--- config.mk ---
export PLATFORM = sky130hd
export DESIGN_NAME = fetch_unit
export DESIGN_NICKNAME = d
export VERILOG_FILES = /design/src/rtl/fetch_unit_pkg.sv /design/src/rtl/fetch_buffer.sv /design/src/rtl/fetch_unit.sv
export SDC_FILE = /design/constraint.sdc
export NUM_CORES = 1
export LEC_CHECK = 0
export CAP_MARGIN = 40
export CORE_AREA = 8 8 174 176
export CTS_CLUSTER_SIZE = 8
export DETAILED_ROUTE_END_ITERATION = 7
export DIE_AREA = 0 0 182 184
export GPL_ROUTABILITY_DRIVEN = 1
export SLEW_MARGIN = 20
export SYNTH_ARGS = -nofsm -noshare
export SYNTH_HDL_FRONTEND = slang
export SYNTH_SLANG_ARGS = --single-unit
--- constraint.sdc ---
create_clock -name clk -period 5.2 [get_ports clk]
set_input_delay 0.78 -clock clk [delete_from_list [all_inputs] [get_ports clk]]
set_output_delay 0.78 -clock clk [all_outputs]
set_load 0.1 [all_outputs]
--- src/rtl/fetch_unit_pkg.sv ---
// Shared types and constants for the instruction fetch unit and its buffer.
package fetch_unit_pkg;

  localparam int XLEN        = 32;
  localparam int INSTR_BYTES = 4;
  localparam logic [XLEN-1:0] RESET_PC_DEFAULT = 32'h0000_0000;

  typedef enum logic [1:0] {
    ST_IDLE,
    ST_REQ,
    ST_WAIT,
    ST_DROP
  } fetch_state_t;

  typedef struct packed {
    logic [XLEN-1:0] instr;
    logic [XLEN-1:0] pc;
    logic [XLEN-1:0] pc_plus4;
  } fetch_entry_t;

  function automatic logic [XLEN-1:0] word_align(input logic [XLEN-1:0] addr);
    return {addr[XLEN-1:2], 2'b00};
  endfunction

endpackage

--- src/rtl/fetch_buffer.sv ---
// Small FIFO of fetched instructions with their PCs; flush overrides push and pop.
module fetch_buffer
  import fetch_unit_pkg::*;
#(
  parameter  int DEPTH = 2,
  localparam int PTR_W = $clog2(DEPTH),
  localparam int CNT_W = PTR_W + 1
) (
  input  logic               clk,
  input  logic               rst_n,
  input  logic               push,
  input  fetch_entry_t       push_entry,
  input  logic               pop,
  input  logic               flush,
  output fetch_entry_t       head,
  output logic [CNT_W-1:0]   count,
  output logic               full,
  output logic               empty
);

  fetch_entry_t     entry_reg [DEPTH];
  logic [PTR_W-1:0] head_ptr_reg;
  logic [PTR_W-1:0] tail_ptr_reg;
  logic [CNT_W-1:0] count_reg;
  logic             do_push;
  logic             do_pop;

  assign full    = (count_reg == CNT_W'(DEPTH));
  assign empty   = (count_reg == '0);
  assign do_pop  = pop && !empty && !flush;
  // A pop in the same cycle frees the slot, so push is legal even when full.
  assign do_push = push && (!full || do_pop) && !flush;

  always_ff @(posedge clk or negedge rst_n) begin
    if (!rst_n) begin
      head_ptr_reg <= '0;
      tail_ptr_reg <= '0;
      count_reg    <= '0;
      for (int i = 0; i < DEPTH; i++) begin
        entry_reg[i] <= '0;
      end
    end else if (flush) begin
      head_ptr_reg <= '0;
      tail_ptr_reg <= '0;
      count_reg    <= '0;
    end else begin
      if (do_push) begin
        entry_reg[tail_ptr_reg] <= push_entry;
        tail_ptr_reg            <= tail_ptr_reg + PTR_W'(1);
      end
      if (do_pop) begin
        head_ptr_reg <= head_ptr_reg + PTR_W'(1);
      end
      if (do_push && !do_pop) begin
        count_reg <= count_reg + CNT_W'(1);
      end else if (do_pop && !do_push) begin
        count_reg <= count_reg - CNT_W'(1);
      end
    end
  end

  assign head  = entry_reg[head_ptr_reg];
  assign count = count_reg;

endmodule

--- src/rtl/fetch_unit.sv ---
// Instruction fetch: PC sequencing, one-outstanding memory request FSM and redirect handling.
module fetch_unit
  import fetch_unit_pkg::*;
#(
  parameter logic [XLEN-1:0] RESET_PC  = RESET_PC_DEFAULT,
  parameter int              BUF_DEPTH = 2
) (
  input  logic            clk,
  input  logic            rst_n,
  input  logic            PCSrc,
  input  logic [XLEN-1:0] PCTarget,
  output logic            imem_req_valid,
  input  logic            imem_req_ready,
  output logic [XLEN-1:0] imem_addr,
  input  logic            imem_rsp_valid,
  input  logic [XLEN-1:0] imem_rsp_data,
  output logic            instr_valid,
  input  logic            instr_ready,
  output logic [XLEN-1:0] instr,
  output logic [XLEN-1:0] instr_pc,
  output logic [XLEN-1:0] instr_pc_plus4
);

  localparam int CNT_W = $clog2(BUF_DEPTH) + 1;
  localparam int SUM_W = CNT_W + 1;

  fetch_state_t     state_reg;
  logic [XLEN-1:0]  fetch_pc_reg;
  logic             outstanding;
  logic             has_room;
  logic             req_fire;
  logic             push;
  logic             pop;
  fetch_entry_t     push_entry;
  fetch_entry_t     head;
  logic [CNT_W-1:0] buf_count;
  logic             buf_full;
  logic             buf_empty;

  assign outstanding = (state_reg == ST_WAIT) || (state_reg == ST_DROP);
  assign has_room    = !buf_full &&
                       ((SUM_W'(buf_count) + SUM_W'(outstanding)) < SUM_W'(BUF_DEPTH));

  // Decoded from registers only (plus the redirect strobe), never from response or decode handshakes.
  assign imem_req_valid = (state_reg == ST_REQ) && has_room && !PCSrc;
  assign imem_addr      = fetch_pc_reg;
  assign req_fire       = imem_req_valid && imem_req_ready;

  // fetch_pc already advanced past the request in flight, so it is that request's PC+4.
  assign push       = (state_reg == ST_WAIT) && imem_rsp_valid && !PCSrc;
  assign push_entry = '{instr:    imem_rsp_data,
                        pc:       fetch_pc_reg - XLEN'(INSTR_BYTES),
                        pc_plus4: fetch_pc_reg};
  assign pop        = instr_valid && instr_ready;

  always_ff @(posedge clk or negedge rst_n) begin
    if (!rst_n) begin
      state_reg    <= ST_IDLE;
      fetch_pc_reg <= RESET_PC;
    end else if (PCSrc) begin
      fetch_pc_reg <= word_align(PCTarget);
      // A response landing in the redirect cycle retires the stale request; nothing is left to drop.
      state_reg    <= (outstanding && !imem_rsp_valid) ? ST_DROP : ST_REQ;
    end else begin
      if (req_fire) begin
        fetch_pc_reg <= fetch_pc_reg + XLEN'(INSTR_BYTES);
      end
      case (state_reg)
        ST_IDLE:          state_reg <= ST_REQ;
        ST_REQ:           if (req_fire) state_reg <= ST_WAIT;
        ST_WAIT, ST_DROP: if (imem_rsp_valid) state_reg <= ST_REQ;
        default:          state_reg <= ST_IDLE;
      endcase
    end
  end

  fetch_buffer #(
    .DEPTH (BUF_DEPTH)
  ) u_buf (
    .clk        (clk),
    .rst_n      (rst_n),
    .push       (push),
    .push_entry (push_entry),
    .pop        (pop),
    .flush      (PCSrc),
    .head       (head),
    .count      (buf_count),
    .full       (buf_full),
    .empty      (buf_empty)
  );

  assign instr_valid    = !buf_empty;
  assign instr          = head.instr;
  assign instr_pc       = head.pc;
  assign instr_pc_plus4 = head.pc_plus4;

endmodule

# Word level (Yosys, flattened, before mapping)
# Index checks and enable logic that the tools add are counted.
[op_classes] n_addsub=7 order_cmp=4 n_eq_ne=6 reduce_logical=32 bitwise_logic=3 n_mux=20
[op_table] cell="$mux 96" n=4
[op_table] cell="$bwmux 192" n=1
[op_table] cell="$demux 96 s1" n=1
[op_table] cell="$mux 32" n=2
[op_table] cell="$add 32x3->32 const B" n=1
[op_table] cell="$sub 32x3->32 const B" n=1
[op_table] cell="$logic_and 1x1->1" n=15
[op_table] cell="$mux 2" n=7
[op_table] cell="$eq 2x2->1 const B" n=3
[op_table] cell="$logic_not 1->1" n=6
[op_table] cell="$ne 3x3->1 const B" n=2
[op_table] cell="$pmux 2 s3" n=1
[op_table] cell="$reduce_bool 2->1" n=3
[op_table] cell="$ge 2x2->1 const B" n=2
[op_table] cell="$logic_not 2->1" n=2
[op_table] cell="$mux 1" n=4
[op_table] cell="$not 1->2" n=2
[op_table] cell="$reduce_and 2->1" n=2
[op_table] cell="$add 2x1->3" n=1
[op_table] cell="$lt 3x2->1 const B" n=1
[op_table] cell="$reduce_bool 3->1" n=1
[op_table] cell="$add 1x1->1 const B" n=2
[op_table] cell="$add 2x1->2 const B" n=1
[op_table] cell="$eq 2x1->1 const B" n=1
[op_table] cell="other kinds (5)" n=6
[totals] register_bits=230

# Longest topological paths before layout
# Gate-level depths: netlist (run 1).
[logic_depth] ltp_word=13 depth_mapped=8 depth_no_buf=7

# Modules after synthesis
# Synthesis (run 1) repeated with hierarchy kept, for this count alone.
[hier_totals] hier_cells=916 area_unflattened_um2=11503.5
[by_module_without_submodules] module="fetch_buffer" area_per_inst_um2=8575.7 seq_area_each_um2=4904.7 cells_each=540 n_inst=1
[by_module_without_submodules] module="fetch_unit" area_per_inst_um2=2927.8 seq_area_each_um2=800.8 cells_each=376 n_inst=1

# Worst setup path after synthesis (run 1)
# OpenSTA, ideal clock, no wires.
[synth_timing] path_type="input port to flip-flop" start="in PCSrc" end="reg state_reg[0]" stages=6 setup_ns=0.126 path_slack_ns=2.482 t_arrival_ns=2.592 path_cell_list="or4b_1 > clkbuf_1 > inv_2 > nand2_1 > clkbuf_1 > a221o_1"
[synth_via] elab_chain_cells=5
[synth_rtl] item="start, declared" line="fetch_unit.sv:10" text="input logic PCSrc,"
[synth_rtl] item="$logic_not 1->1" line="fetch_unit.sv:45" text="assign imem_req_valid = (state_reg == ST_REQ) && has_room && !PCSrc;"
[synth_rtl] item="$logic_and 1x1->1" line="fetch_unit.sv:45"
[synth_rtl] item="via imem_req_valid" line="fetch_unit.sv:12" text="output logic imem_req_valid,"
[synth_rtl] item="$logic_and 1x1->1" line="fetch_unit.sv:47" text="assign req_fire = imem_req_valid && imem_req_ready;"
[synth_rtl] item="$ne 3x3->1 (no line)"
[synth_rtl] item="$reduce_and 2->1 (no line)"
[synth_rtl] item="end signal, assigned" line="fetch_unit.sv:63" text="state_reg <= (outstanding && !imem_rsp_valid) ? ST_DROP : ST_REQ;"
[synth_rtl] item="end, declared" line="fetch_unit.sv:27" text="fetch_state_t state_reg;"
# The timed path passes the listed nets, and every way through them passes these cells.
# A chain may end at the register's enable or synchronous reset.

# Worst setup path after layout (run 1)
[layout_timing] start="reg u_buf.head_ptr_reg" end="out instr_pc_plus4[13]"
[layout_via] elab_chain_cells=4
[layout_rtl] item="start, declared" line="fetch_buffer.sv:22" text="logic [PTR_W-1:0] head_ptr_reg;"
[layout_rtl] item="start signal, assigned" line="fetch_buffer.sv:52" text="head_ptr_reg <= head_ptr_reg + PTR_W'(1);"
[layout_rtl] item="$not 1->2 (not written as such)" line="fetch_buffer.sv:62" text="assign head = entry_reg[head_ptr_reg];"
[layout_rtl] item="$mux 96 (not written as such) (3 in a row)" line="fetch_buffer.sv:62"
[layout_rtl] item="end, declared" line="fetch_unit.sv:21" text="output logic [XLEN-1:0] instr_pc_plus4"
# Every way passes these cells. The select of a mux whose other input is x is not followed.

==> flow_summary_export.csv, run 1 <==
group,metric,value,unit
run_status,run_status,"finished clean",
sta,final_slew_violations,0,
pwr,total_power,6650,uW
pwr,peakVddDrop,251,uV
sta,timing.max_slew.rel_slack,47.3,%
route,route.met3.wl,1900,um
pwr,cellLeakagePower,0.00733,uW
logic_synthesis,synth-edff-count,0,
logic_synthesis,synth_adder_area_share,0.233,%
placed_design,placer_congestion,0.815,
logic_synthesis,synthCells,1194,
cts,inserted_clock_buffers,31,
logic_synthesis,synth_seq_area_share,51.2,%
cts,clock-sinks,220,
sta,fin_crit_sh,71.2,%
logic_synthesis,post_synth_main_area_contributors,"dfrtp_1 51%, nand2_1 16%, mux2_2 9.9%",
critical_path,timing.critical_path.required,4.42,ns
route,routed_via_density,5.08,
global_routing,wire_length_of_the_first_global_routing_pass,52000,um
route,route.detailed.drc,0,
sta,sum_of_negative_setup_slack,0,ns
logic_synthesis,yosysWarnings,0,
sta,rsz_0062_raised_after_global_routing,"no",
critical_path,worst-path-max-fanout,66,
global_routing,grt_antenna_before_repair,2,
die,core-area,27500,um^2
critical_path,arrival,2.92,ns
cts,cts_max_level,1,
cts,clkSlewWorstSetupHoldPaths,0.05,ns
finish,layout-area-overhead-vs-synth,46.7,%
finish,final_layout_size_suffix_gt1_share,19.4,%
logic_synthesis,post_synth_mux_area_share,10.1,%
global_routing,vias_in_the_first_global_route,9326,
pwr,power-per-cell-area,421,nW/um^2
logic_synthesis,synth_top_family_by_area,"simple AND/OR/NAND/NOR gates",
logic_synthesis,post_synth_and_or_nand_nor_area_fraction,22.7,%
placed_design,post-dp-hpwl,22500,um
sta,layout_min_cycle_time,3.70,ns
placed_design,portBuffers,191,
cts,cts_tree,"yes",
die,design.die.area,33500,um^2
logic_synthesis,syn_area_per_cell,9.01,um^2
die,starting_utilization_of_the_core_area,39.2,%
cts,clock_latency_late_sink,0.55,ns
global_routing,grt_start_max_net_pins,121,
global_routing,globalRouteTotalUtil,19.2,%
sta,clock_skew,0.0238,ns
cts,hold_buffers,0,
sta,setup_viol,0,
route,finalWirelength,32800,um
sta,tightest_slew,0.791,ns
route,detailedRoute.firstIterationViolations,612,
logic_synthesis,async_flop_share,100,%
worst_hold_path,worstHoldPathType,"in -> async",
global_routing,globalRouteOverflowTotal,0,
flow_run,drv.max_cap_violation_count,0,
critical_path,cp-end-kind,"primary output",
logic_synthesis,synth.cell_area,10800,um^2
logic_synthesis,ys.flop_type,"dfrtp_1",
cts,cts-root-buf,"clkbuf_16",
sta,final_hold_viol_count,0,
die,pin_count,200,
route,topRoutingLayerUsed,"met5",
cts,cts_resized,0,
finish,largest_register_ffs,184,
route,routed-wl-met2,16100,um
finish,final_nets,1508,
route,wirelength_met1,14000,um
route,detailroute.via_count,9057,
cts,post-cts-setup-buffer-count,0,
die,row_count,61,
route,drt-wirelength-per-cell,18.4,um
die,die_w,182,um
sta,achievable-frequency,270,MHz
logic_synthesis,synth.lib_cells_used.distinct,54,
logic_synthesis,yosys.area_share.xor_xnor,3.50,%
route,initial_drt_pass_iterations,5,
die,die_height,184,um
logic_synthesis,postSynthRegisterBits,220,
logic_synthesis,synth_area_leader_cell,"dfrtp_1",
logic_synthesis,synth_compound_area_share,6.32,%
route,detail-route-antenna-nets,0,
logic_synthesis,synth.top_cell.area_share,51.2,%
critical_path,worstSetupPathType,"reg -> out",
critical_path,type_of_origin_of_the_critical_path,"flip-flop",
critical_path,r2r_slack,2.34,ns
cts,cts_buffer_depth,3,
## synthesized netlist by cell type (6+ instances only)
cell	number
buf_4	36
xnor2_1	15
nor2_1	31
o21ai_0	71
nor4_1	6
nand2b_1	6
nand2_1	460
xor2_1	28
nor3_1	10
inv_1	7
nand3_1	18
clkbuf_1	78
o21ai_1	21
nand4_1	15
mux2_2	95
dfrtp_1	220
## worst paths after layout
path,startpoint,depth (start not counted),end
max,u_buf.head_ptr_reg,4,instr_pc_plus4[13]
min in group clk,u_buf.entry_reg[190],2,u_buf.entry_reg[190]
min,rst_n,1,u_buf.entry_reg[10]
max in group asynchronous,rst_n,2,u_buf.entry_reg[57]
max reg2reg,imem_addr[2],7,u_buf.entry_reg[156]
min reg2reg,u_buf.entry_reg[190],2,u_buf.entry_reg[190]
## cell type report
cell class,count,area (um^2)
diodes,1,2.50
clock buffers,31,776
clock inverters,2,38.8
fillers,2274,11700
inverters,8,30.0
multi-input cells,849,4660
flip-flops and latches,220,5510
well taps,346,433
repair buffers,326,4340
## cells in the final DEF, fill, tap and decap left out, types with 10 or more instances in the layout
cell and n:
nand3_1 18, nor3_1 10, nand2_1 460, buf_8 90, dfrtp_1 219, mux2_2 95, xnor2_1 15, o21ai_1 21
clkbuf_16 31, o21ai_0 71, nor2_1 29, buf_16 35, xor2_1 28, nand4_1 15, clkdlybuf4s50_1 188
## through the flow
| stage | hold WS [ns] | worst slack, ns | cells | util [%] | area, um^2 |
|---|---|---|---|---|---|
| finish | 0.294 | 1.50 | 1783 | 57.5 | 15800 |
| CTS | 0.312 | 1.47 | 1782 | 57.5 | 15800 |
| global route | 0.345 | 1.43 | 1783 | 57.5 | 15800 |
| detailed placement | 0.458 | 1.89 | 1749 | 54.5 | 15000 |
| global placement | 0.452 | 1.77 | 1625 | 46.1 | 12700 |
| floorplan | 0.440 | 2.48 | 1199 | - | 10800 |
## report_power, final
group	internal, uW	switching (uW)	total (uW)
Combinational	1070	1750	2820
Sequential	1880	163	2050
Clock	1080	703	1790
## cells by family after synthesis
kind of cell    count (synthesis)
buf+inv                       130
xor+xnor                       43
fa+ha+maj                       2
other cells                     1
flops                         220
mux                            97
simple gates                  580
compound gates                121
## per-layer routing
metal	up-vias	global-route usage (%)
li1	4334	-
met2	270	32.8
met4	2	5.97
met3	58	3.28
met5	-	0
met1	4393	24.5
## critical path, stage by stage, from the launching register on
cell and delay, ns:
dfrtp_4 0.71, buf_12 0.37, mux2_2 0.40, clkdlybuf4s50_1 0.56, buf_16 0.23
No activity file was read; power rests on OpenSTA's default activity.
==> run 2: changes to the inputs <==
==> constraint.sdc (replaced) <==
create_clock -name clk -period 3.6 [get_ports clk]
set_input_delay 0.54 -clock clk [delete_from_list [all_inputs] [get_ports clk]]
set_output_delay 0.54 -clock clk [all_outputs]
set_load 0.1 [all_outputs]
==> run 2 against run 1 <==
  * Register-to-register slack worse by 1.5 ns
  * Critical path depth shrank 1
  * Sequential cell count unchanged
  * Hold slack got worse by 0.25 ns
  * Die area is the same
  * Setup slack got worse by 0.78 ns
  * Sequential power is 42% higher
  * Critical endpoint is now instr_pc[23]
  * Largest cell class unchanged
  * Non-clock buffer count fell by 94
  * Clock skew down 0.0069 ns
  * Critical path type unchanged
  * Wire length shrank 5.0%
  * Via count fell by 5.6%
==> flow_summary_export.csv, run 2 (same netlist as run 1, synthesis figures left out) <==
group,metric,value,unit
run_status,run_status,"finished clean",
die,pin_count,200,
critical_path,arrival,2.34,ns
cts,cts_buffer_depth,3,
global_routing,wire_length_of_the_first_global_routing_pass,49500,um
cts,clock_latency_late_sink,0.54,ns
critical_path,worstSetupPathType,"reg -> out",
sta,tightest_slew,0.857,ns
die,die_height,184,um
pwr,peakVddDrop,314,uV
global_routing,grt_antenna_before_repair,0,
finish,layoutNonFillerInstCount,1688,
route,detail-route-antenna-nets,0,
die,row_count,61,
die,starting_utilization_of_the_core_area,39.2,%
global_routing,globalRouteTotalUtil,18.5,%
cts,cts_max_level,1,
finish,final_cell_mix,"460 x nand2_1, 219 x dfrtp_1, 141 x buf_4",
cts,cts-root-buf,"clkbuf_16",
sta,timing.max_slew.rel_slack,42.8,%
global_routing,grt.met1_usage,24.7,%
cts,post-cts-setup-buffer-count,0,
route,routed_via_density,5.07,
placed_design,portBuffers,191,
sta,fin_crit_sh,79.9,%
sta,layout_min_cycle_time,2.88,ns
finish,fillers,2605,
sta,sum_of_negative_setup_slack,0,ns
finish,layout_commonest_cell,"nand2_1",
die,core-area,27500,um^2
sta,final_slew_violations,0,
global_routing,vias_in_the_first_global_route,8642,
sta,setup_viol,0,
finish,antenna_cells,0,
sta,clock_skew,0.0169,ns
global_routing,grt_util_met2,30.8,%
global_routing,grt.met3_usage,2.96,%
route,drt-wirelength-per-cell,18.5,um
cts,hold_buffers,0,
route,detailroute.via_count,8551,
pwr,power-per-cell-area,635,nW/um^2
global_routing,grt_start_max_net_pins,107,
critical_path,worst-path-max-fanout,28,
global_routing,globalRouteOverflowTotal,0,
placed_design,post-dp-hpwl,21400,um
worst_hold_path,worstHoldPathType,"in -> async",
cts,inserted_clock_buffers,31,
global_routing,grt_most_used_layer,"met2",
route,route.detailed.drc,0,
sta,final_hold_viol_count,0,
sta,achievable-frequency,348,MHz
placed_design,place_inst,1655,
critical_path,type_of_origin_of_the_critical_path,"flip-flop",
cts,cts_tree,"yes",
cts,cts_resized,0,
critical_path,timing.critical_path.required,3.06,ns
flow_run,drv.max_cap_violation_count,0,
critical_path,end_of_the_worst_register_to_register_path,"u_buf.entry_reg[156]",
route,initial_drt_pass_iterations,5,
die,die_w,182,um
cts,clock-sinks,220,
critical_path,reg2regPathDepth,7,
route,finalWirelength,31200,um
critical_path,reg2reg_from,"imem_addr[3]",
finish,layout-area-overhead-vs-synth,25.7,%
placed_design,placer_congestion,0.794,
critical_path,cp-end-kind,"primary output",
finish,final_nets,1414,
cts,clkSlewWorstSetupHoldPaths,0.05,ns
finish,largest_register_ffs,184,
route,detailedRoute.firstIterationViolations,621,
finish,final_layout_size_suffix_gt1_share,22.2,%
critical_path,r2r_slack,0.82,ns
sta,rsz_0062_raised_after_global_routing,"no",
die,design.die.area,33500,um^2
pwr,cellLeakagePower,0.00663,uW
run 2: cell count changes in the layout (fill, tap and decap cells not counted), sizes merged:
cell | previous run | this run
clkdlybuf4s50 | 188 | 74
buf | 138 | 158
clkbuf | 31 | 32
diode | 1 | 0
inv | 9 | 8
run 2: power by group:
group	leakage (uW)	switching (uW)	internal, uW
registers	0.00297	194	2720
clock network	0.000397	996	1570
logic	0.00326	2390	723
run 2: cell type report:
cell class	count	area (um^2)	area share, %
clock inverters	1	30.0	0.222
flip-flops and latches	220	5510	40.7
multi-input cells	849	4660	34.4
inverters	8	30.0	0.222
repair buffers	232	2090	15.4
clock buffers	32	779	5.76
well taps	346	433	3.20
run 2: how the worst max path moves through the flow:
stage                            start                   end  slack [ns]  cells past startpoint
detailed placement         instr_ready   u_buf.entry_reg[75]        0.73                      6
global placement           instr_ready   u_buf.entry_reg[84]        0.76                      6
CTS                 u_buf.head_ptr_reg           instr_pc[3]        0.67                      3
global route              imem_addr[3]  u_buf.entry_reg[156]        0.59                      7
finish              u_buf.head_ptr_reg          instr_pc[23]        0.72                      3
floorplan                        PCSrc          state_reg[0]        1.12                      6
run 2: critical path, cell delays in order, from the launching register on:
cell	delay [ns]
dfrtp_4	0.71
buf_4	0.42
mux2_2	0.41
buf_4	0.24
run 2: routing by layer:
metal | share of wire, % | routed length (um) | vias to the layer above
li1 | - | - | 4148
met1 | 45 | 14000 | 4148
met2 | 48 | 15000 | 211
met3 | 4.8 | 1510 | 44
met4 | 2.2 | 698 | 0
met5 | 0 | 0 | -
run 2: stage by stage:
step	worst slack [ns]	hold WS, ns	power [uW]	util [%]	cell area [um^2]
2_1_floorplan	1.12	0.244	5340	-	10800
3_3_place_gp	0.761	0.452	6020	45.7	12600
3_5_place_dp	0.732	0.457	6080	46.3	12700
4_1_cts	0.675	0.0892	8680	49.2	13500
5_1_grt	0.593	0.126	8930	49.2	13500
6_report	0.722	0.0474	8590	49.2	13500
